## src/rtl/probe_pattern_gen.sv

```systemverilog
// Multi-channel probe pattern generator: per-channel up/down/LFSR/walking-one
// sequences stepped every rate+1 cycles, for a fixed burst or until stopped.
module probe_pattern_gen #(
  parameter int NUM_CH = 4,
  parameter int WIDTH  = 16,
  parameter int LEN_W  = 16,
  parameter int RATE_W = 8
) (
  input  logic                    clk,
  input  logic                    rst,
  input  logic                    cfg_we,
  input  logic [2:0]              cfg_ch,
  input  logic [1:0]              cfg_mode,
  input  logic [WIDTH-1:0]        cfg_seed,
  input  logic [RATE_W-1:0]       rate,
  input  logic [LEN_W-1:0]        burst_len,
  input  logic                    start,
  input  logic                    stop,
  output logic [NUM_CH*WIDTH-1:0] probe_data,
  output logic                    probe_valid,
  output logic                    busy,
  output logic                    done,
  output logic [1:0]              dbg_state
);

  typedef enum logic [1:0] {S_IDLE = 2'd0, S_RUN = 2'd1, S_DONE = 2'd2} state_t;

  localparam int              TAP      = (WIDTH > 1) ? WIDTH - 2 : 0;
  localparam logic [3:0]      NUM_CH_L = 4'(NUM_CH);
  localparam logic [WIDTH-1:0] ONE     = WIDTH'(1);

  state_t              r_state, w_next;
  logic                r_rst_q;
  logic                w_rst_n;
  logic [RATE_W-1:0]   r_rate, r_div;
  logic [LEN_W-1:0]    r_len, r_cnt;
  logic                r_fin, r_valid;
  logic [1:0]          r_mode [NUM_CH];
  logic [WIDTH-1:0]    r_seed [NUM_CH];
  logic [WIDTH-1:0]    r_val  [NUM_CH];
  logic                w_step, w_last, w_start, w_cfg_ok;

  function automatic logic [WIDTH-1:0] f_next(input logic [1:0] m, input logic [WIDTH-1:0] v);
    case (m)
      2'd0:    f_next = v + ONE;
      2'd1:    f_next = v - ONE;
      2'd2:    f_next = (v << 1) | WIDTH'(v[WIDTH-1] ^ v[TAP]);
      default: f_next = (v << 1) | (v >> (WIDTH - 1));
    endcase
  endfunction

  function automatic logic [WIDTH-1:0] f_load(input logic [1:0] m, input logic [WIDTH-1:0] s);
    f_load = (m[1] && (s == '0)) ? ONE : s;
  endfunction

  // Assertion is immediate; release is retimed so the first start lands on the 2nd edge.
  always_ff @(posedge clk or negedge rst) begin
    if (!rst) r_rst_q <= 1'b0;
    else      r_rst_q <= 1'b1;
  end
  assign w_rst_n = r_rst_q;

  // start/stop are single-cycle requests with no ready; probe_valid is a
  // one-cycle strobe with no backpressure, qualifying probe_data that cycle.
  assign w_start  = (r_state == S_IDLE) && start && !stop;
  assign w_step   = (r_state == S_RUN) && !r_fin && (r_div == r_rate);
  assign w_last   = w_step && (r_len != '0) && (r_cnt == r_len - LEN_W'(1));
  assign w_cfg_ok = (r_state == S_IDLE) && cfg_we && ({1'b0, cfg_ch} < NUM_CH_L);

  always_comb begin
    w_next = r_state;
    case (r_state)
      S_IDLE:  if (w_start) w_next = S_RUN;
      S_RUN: begin
        // A step that finishes the run still gets its probe_valid cycle first.
        if (r_fin)                w_next = S_DONE;
        else if (stop && !w_step) w_next = S_DONE;
      end
      S_DONE:  w_next = S_IDLE;
      default: w_next = S_IDLE;
    endcase
  end

  always_ff @(posedge clk or negedge w_rst_n) begin
    if (!w_rst_n) begin
      r_state <= S_IDLE;
      r_valid <= 1'b0;
      r_rate  <= '0;
      r_len   <= '0;
      r_div   <= '0;
      r_cnt   <= '0;
      r_fin   <= 1'b0;
    end else begin
      r_state <= w_next;
      r_valid <= w_step;
      if (w_start) begin
        r_rate <= rate;
        r_len  <= burst_len;
        r_div  <= '0;
        r_cnt  <= '0;
        r_fin  <= 1'b0;
      end else if ((r_state == S_RUN) && !r_fin) begin
        if (w_step) begin
          r_div <= '0;
          r_cnt <= r_cnt + LEN_W'(1);
          if (w_last || stop) r_fin <= 1'b1;
        end else begin
          r_div <= r_div + RATE_W'(1);
        end
      end
    end
  end

  always_ff @(posedge clk or negedge w_rst_n) begin
    if (!w_rst_n) begin
      for (int i = 0; i < NUM_CH; i++) begin
        r_mode[i] <= 2'd0;
        r_seed[i] <= '0;
        r_val[i]  <= '0;
      end
    end else begin
      for (int i = 0; i < NUM_CH; i++) begin
        if (w_cfg_ok && (cfg_ch == 3'(i))) begin
          r_mode[i] <= cfg_mode;
          r_seed[i] <= cfg_seed;
        end
        if (w_start)     r_val[i] <= f_load(r_mode[i], r_seed[i]);
        else if (w_step) r_val[i] <= f_next(r_mode[i], r_val[i]);
      end
    end
  end

  for (genvar g = 0; g < NUM_CH; g++) begin : g_pack
    assign probe_data[g*WIDTH +: WIDTH] = r_val[g];
  end

  assign probe_valid = r_valid;
  assign busy        = (r_state == S_RUN);
  assign done        = (r_state == S_DONE);
  assign dbg_state   = r_state;

endmodule

```

## config.mk

```make
export PLATFORM = sky130hd
export DESIGN_NAME = probe_pattern_gen
export DESIGN_NICKNAME = d
export VERILOG_FILES = /design/src/rtl/probe_pattern_gen.sv
export SDC_FILE = /design/constraint.sdc
export NUM_CORES = 1
export LEC_CHECK = 0
export ABC_AREA = 0
export BUFFER_PORTS_ARGS = -buffer_cell sky130_fd_sc_hd__buf_4
export CAP_MARGIN = 20
export CORE_MARGIN = 2
export CORE_UTILIZATION = 45
export CTS_BUF_LIST = sky130_fd_sc_hd__clkbuf_8 sky130_fd_sc_hd__clkbuf_16
export DETAILED_ROUTE_END_ITERATION = 16
export SKIP_CTS_REPAIR_TIMING = 1
export SYNTH_ARGS = -nofsm -noshare
export SYNTH_HDL_FRONTEND = slang
export SYNTH_SLANG_ARGS = --single-unit
```

## constraint.sdc

```tcl
create_clock -name clk -period 16.5 [get_ports clk]
set_input_delay 3.3 -clock clk [delete_from_list [all_inputs] [get_ports clk]]
set_output_delay 3.3 -clock clk [all_outputs]
set_load 0.03 [all_outputs]
```

[Word-level counts from Yosys, hierarchy flattened]
Index checks and enable logic that the tools add are counted.
Storage, ports and cells
  bits in registers: 189
  word-level logic and storage cells: 129
  output and inout port bits: 69
  bits of input ports: 50
Cells by class
  bitwise operators: 12
  order comparisons: 1
  eq/ne operators: 17
  mux-type cells: 30
  add/sub/neg operators: 11
  reduce and logical (&&, ||, !) cells: 38
Operators by type and width (count)
  two-way mux 16 bit: 15
  case mux 16 bit (3 select lines): 4
  OR 16 x 1 -> 16 bit: 8
  adder 16 x 1 -> 16 bit, second input constant: 5
  subtractor 16 x 1 -> 16 bit, second input constant: 5
  zero test 16 bit: 4
  two-way mux 8 bit: 3
  logical AND 1 bit: 17
  equality test 16 bit: 1
  nonzero test 16 bit: 1
  equality test 2 x 1 -> 1 bit, second input constant: 5
  equality test 2 bit, second input constant: 5
  zero test 2 bit: 5
  adder 8 x 1 -> 8 bit, second input constant: 1
  equality test 8 bit: 1
  equality test 3 x 2 -> 1 bit, second input constant: 2
  two-way mux 2 bit: 3
  nonzero test 2 bit: 3
  two-way mux 1 bit: 4
  case mux 2 bit (2 select lines): 1
  AND reduction 2 bit: 2
  XOR 1 bit: 4
  equality test 3 x 1 -> 1 bit, second input constant: 1
  zero test 1 bit: 3
  other kinds (6): 6

[Logic depth before layout (Yosys ltp)]
  depth in word-level cells: 10
  depth in mapped cells: 13
  gate-level depth less buffers: 11

[Worst setup path after synthesis]
No wires, ideal clock.
  path kind: input to register
  from: input port cfg_ch[2]
  to: register r_mode[6] (netlist bit)
  arrival: 4913 ps
  slack: 11463 ps
  cell stages on the path: 4
  required time: 16375 ps
  buffers on the path: 1
  library setup time: 125 ps
  cell sequence: nand3b_1 nor3_1 clkbuf_1 mux2_2
Between the ends
  longest elaborated chain between the ends: 3
  elaborated cells between the ends (all ways): 4
  those cells by class: order compare (1); reduce/logical (3)
Ends and longest elaborated chain
  from (decl): RTL line 12  | input logic [2:0] cfg_ch,
  < comparator 3 bit: RTL line 68  | assign w_cfg_ok = (r_state == S_IDLE) && cfg_we && ({1'b0, cfg_ch} < NUM_CH_L);
  logical AND 1 bit: RTL line 68
  logical AND 1 bit *: RTL line 123  | if (w_cfg_ok && (cfg_ch == 3'(i))) begin
  to (signal, indexed assignment): RTL line 124  | r_mode[i] <= cfg_mode;
  to (decl): RTL line 38  | logic [1:0] r_mode [NUM_CH];
Every way passes the cells marked *; elsewhere a longest branch is shown, timed or not.
A chain may end at the register's enable or synchronous reset.

[Worst setup path after layout]
  from: input port stop
  to: register r_val, in the netlist probe_data[30]
Between the ends
  longest elaborated chain between the ends: 3
  elaborated cells between the ends (all ways): 4
  those cells by class: mux (1); reduce/logical (3)
Ends and longest elaborated chain
  from (decl): RTL line 18  | input logic stop,
  zero test 1 bit *: RTL line 65  | assign w_start = (r_state == S_IDLE) && start && !stop;
  logical AND 1 bit *: RTL line 65
  two-way mux 16 bit / nonzero test 2 bit (equally long branches)
  to (signal, indexed assignment): RTL line 127  | if (w_start) r_val[i] <= f_load(r_mode[i], r_seed[i]);
  to (signal, indexed assignment): RTL line 128  | else if (w_step) r_val[i] <= f_next(r_mode[i], r_val[i]);
  to (decl): RTL line 40  | logic [WIDTH-1:0] r_val [NUM_CH];
Marks and branches as above.

==> summary.md <==
| Metric | Value |
|---|---|
| Sequential area share after synthesis | `40.4%` |
| Most common cell after layout, fill and taps aside | `dfrtp_1` |
| Register area | `4730 sq um` |
| Syn_area_per_cell | `9.36 sq um` |
| Static Leak | `6.10 nW` |
| Largest net degree at the start of global routing | `87` |
| Path depth of the worst reg2reg path | `11` |
| Vias | `9742` |
| Post-synth EDFFs | `0` |
| Fillers | `2471` |
| Worst Setup Slack, final | `11.61 ns` |
| Final Instance Count excl. Fillers | `1696` |
| Syn_nets | `1364` |
| Horiz. Die Dim | `165 microns` |
| Worst Path Required | `16.83 ns` |
| Diode count | `0` |
| Most area-consuming cells after synthesis | `dfrtp_1, mux2_2, ha_1` |
| Post-route cell area | `13500 sq um` |
| Critical path peak fanout | `86` |
| Power Dens Cells | `154 nW/um^2` |
| Post-DRT Antenna Nets | `0` |
| Gr usage total | `23.5%` |
| Worst Hold Class | `flop to asynchronous set/reset pin` |
| CTS Buffer Depth | `2` |
| Sw frac | `42.1%` |
| Total clock sinks | `189` |
| Row count | `59` |
| Setup Slack @ Placement | `11.17 ns` |
| Peak VDD IR | `83.2 uV` |
| CTS tree | `done` |
| Initial Util | `45.3%` |
| Ports | `119` |
| Clock-pin transition on the worst setup and hold timing paths | `0.08 ns` |
| Clk Tree Root Cell | `clkbuf_16` |
| Yosys warnings | `0` |
| Most frequent cells in the layout | `dfrtp_1, nand2_1, buf_4` |
| Crit share post-route | `29.6%` |
| Final Wtd Congestion | `0.823` |
| Primary FF master, synth | `dfrtp_1` |
| DR iter-0 viols | `640` |
| P&R area growth vs syn | `15.6%` |
| WL met1 | `14400 microns` |
| Internal power | `1.21 mW` |
| Synthesized cell area | `11700 sq um` |
| Cts bufs inserted | `17` |
| Synth cell types | `68` |
| Drt wl/cell | `18.5 microns` |
| Yosys reg bits | `189` |
| Worst-Skew Late Latency | `0.44 ns` |
| Detailed Routing Iterations Pass 1 | `4` |
| Area after DPL | `12900 sq um` |
| Setup Skew | `0.0171 ns` |
| Hold_ws | `0.276 ns` |
| CP Capture Type | `flop` |
| CP Class | `primary input to flop` |
| Max Used Layer | `met4` |
| Die height | `165 microns` |
| Final setup viols | `0` |
| Max Slew Vio Count | `0` |
| Minimum clock period after layout | `4.89 ns` |
| Async set-reset flop share out of synthesis | `100%` |
| Nets@finish | `1461` |
| Port bufs | `118` |
| Met3 Routed Length | `1250 microns` |
| Drt total wl | `31400 microns` |
| Layout cells sized above 1 | `18.7%` |
| Clock group share of total power | `19.7%` |
| Seq pwr share | `34.7%` |
| Reg-to-reg slack, setup | `12.60 ns` |
| Mapped Cells | `1251` |
| CTS H-Tree Depth | `4` |
| Initial antenna violation count | `0` |
| HPWL Detailed | `21800 microns` |
| Hold Vio Cnt, Final | `0` |
| RR Startpoint | `r_mode[3]` |
| Crit Reg-Reg Endpoint | `probe_data[47]` |
| Max_cap viols | `0` |
| Global-route wire length before repair | `50200 microns` |
| Core area | `25800 sq um` |
| TNS Setup | `0 ns` |
| Outcome | `finished, final reports clean` |
| Combinational share of power | `45.6%` |
| Placed insts | `1663` |
| Top cell type's share of synthesized area | `40.4%` |
| Drc violations | `0` |
| Vias in the first global route | `9518` |
| RSZ-0062 raised after global routing | `false` |
| Grt total ovfl | `0` |
| NetSw | `0.881 mW` |
| CP Data Arrival Time | `5.21 ns` |
| Worst setup SP type | `primary input` |
| Met2 wire length | `15300 microns` |
| Area leader, netlist | `dfrtp_1` |
| Actual slew at the worst max-slew pin | `0.900 ns` |
| DR vias/cell | `5.74` |
| Area occupied by multi-input gates | `6690 sq um` |
| FMAX | `205 MHz` |
| Rel. slew slack | `39.8%` |
| Die ar. | `27300 sq um` |
[worst max-delay path, cell delays in order]
cell and delay, ns:
buf_4 0.13, nor4b_2 0.21, buf_4 0.31, buf_4 0.74, nand2_1 0.14, a21oi_1 0.15, a31oi_1 0.06, o41ai_1 0.10
[cell usage after synthesis (3+ instances only)]
cell type,count
nand4_1,11
and3_1,6
mux2_2,75
a32o_1,6
and4_1,5
o41ai_1,4
nand3_1,24
a32oi_1,5
xor2_1,37
o22a_1,5
a31oi_1,13
nand2b_1,23
o21ai_1,3
o21a_1,11
a22oi_1,13
ha_1,59
xnor2_1,52
nor4_1,20
mux2i_1,19
o31a_1,6
o211ai_1,11
o31ai_1,3
a31o_2,3
or3_1,10
nor4b_1,7
o311ai_0,6
nand3b_1,3
nor2b_1,24
o22ai_1,15
a21o_1,17
buf_1,6
fa_1,4
a311oi_1,3
inv_1,27
a211oi_1,6
dfrtp_1,189
o21bai_1,3
nor2_1,79
nand2_1,159
o21ai_0,84
a21oi_1,90
and2_1,3
a21boi_0,4
clkbuf_1,46
nor3_1,25
[power groups by stage]
stage,logic (mW),clock network (mW),registers (mW)
2_1_floorplan,0.623,0,0.780
3_3_place_gp,0.935,0,0.738
3_5_place_dp,0.951,0,0.737
4_1_cts,0.955,0.419,0.729
5_1_grt,1.06,0.442,0.744
6_report,0.954,0.411,0.726
[per-layer routing]
| layer | track usage, % | vias up |
|---|---|---|
| met3 | 4.30 | 33 |
| met5 | 0 | - |
| met4 | 5.45 | 0 |
| met2 | 39.3 | 196 |
| li1 | - | 4724 |
| met1 | 31.8 | 4789 |
[stage by stage]
| stage | power (mW) | util, % |
|---|---|---|
| floorplan | 1.40 | - |
| global placement | 1.67 | 50.0 |
| detailed placement | 1.69 | 50.0 |
| CTS | 2.10 | 52.3 |
| global route | 2.24 | 52.4 |
| finish | 2.09 | 52.4 |
[worst max-delay path by stage]
stage / from / endpoint / slack, ns
after floorplan: r_rst_q / dbg_state[0] / 10.81
after global placement: stop / probe_data[63] / 11.25
after detailed placement: stop / probe_data[30] / 11.17
after CTS: stop / probe_data[30] / 11.63
after global routing: stop / probe_data[30] / 11.48
final: stop / probe_data[30] / 11.61
[cell families (layout without fill, tap and decap cells)]
group	count (synthesis)	count (layout)	share of synthesized area, %
buffers and inverters	81	191	2.62
adders and majority gates	63	63	6.99
xor gates and xnor gates	89	89	6.65
DFF	189	189	40.4
other	1	1	0.0320
and+or+nand+nor	412	412	17.2
muxes	94	94	8.83
AOI/OAI and AO/OA	322	322	17.3
[flip-flops by register name (all words and copies together), names as in the netlist]
signal       cells
r_len           16
r_fin            1
r_cnt           16
r_rate           8
probe_data      64
probe_valid      1
r_seed          64
r_rst_q          1
dbg_state        2
r_div            8
r_mode           8
[layout make-up]
class / count / area share, %
multi-input combinational: 981 / 49.4
clock buffer: 17 / 3.14
inverter: 27 / 0.748
clock inverter: 15 / 1.16
timing repair buffer: 132 / 7.47
tap: 335 / 3.10
sequential: 189 / 35.0
No activity file was read; power rests on OpenSTA's default activity.
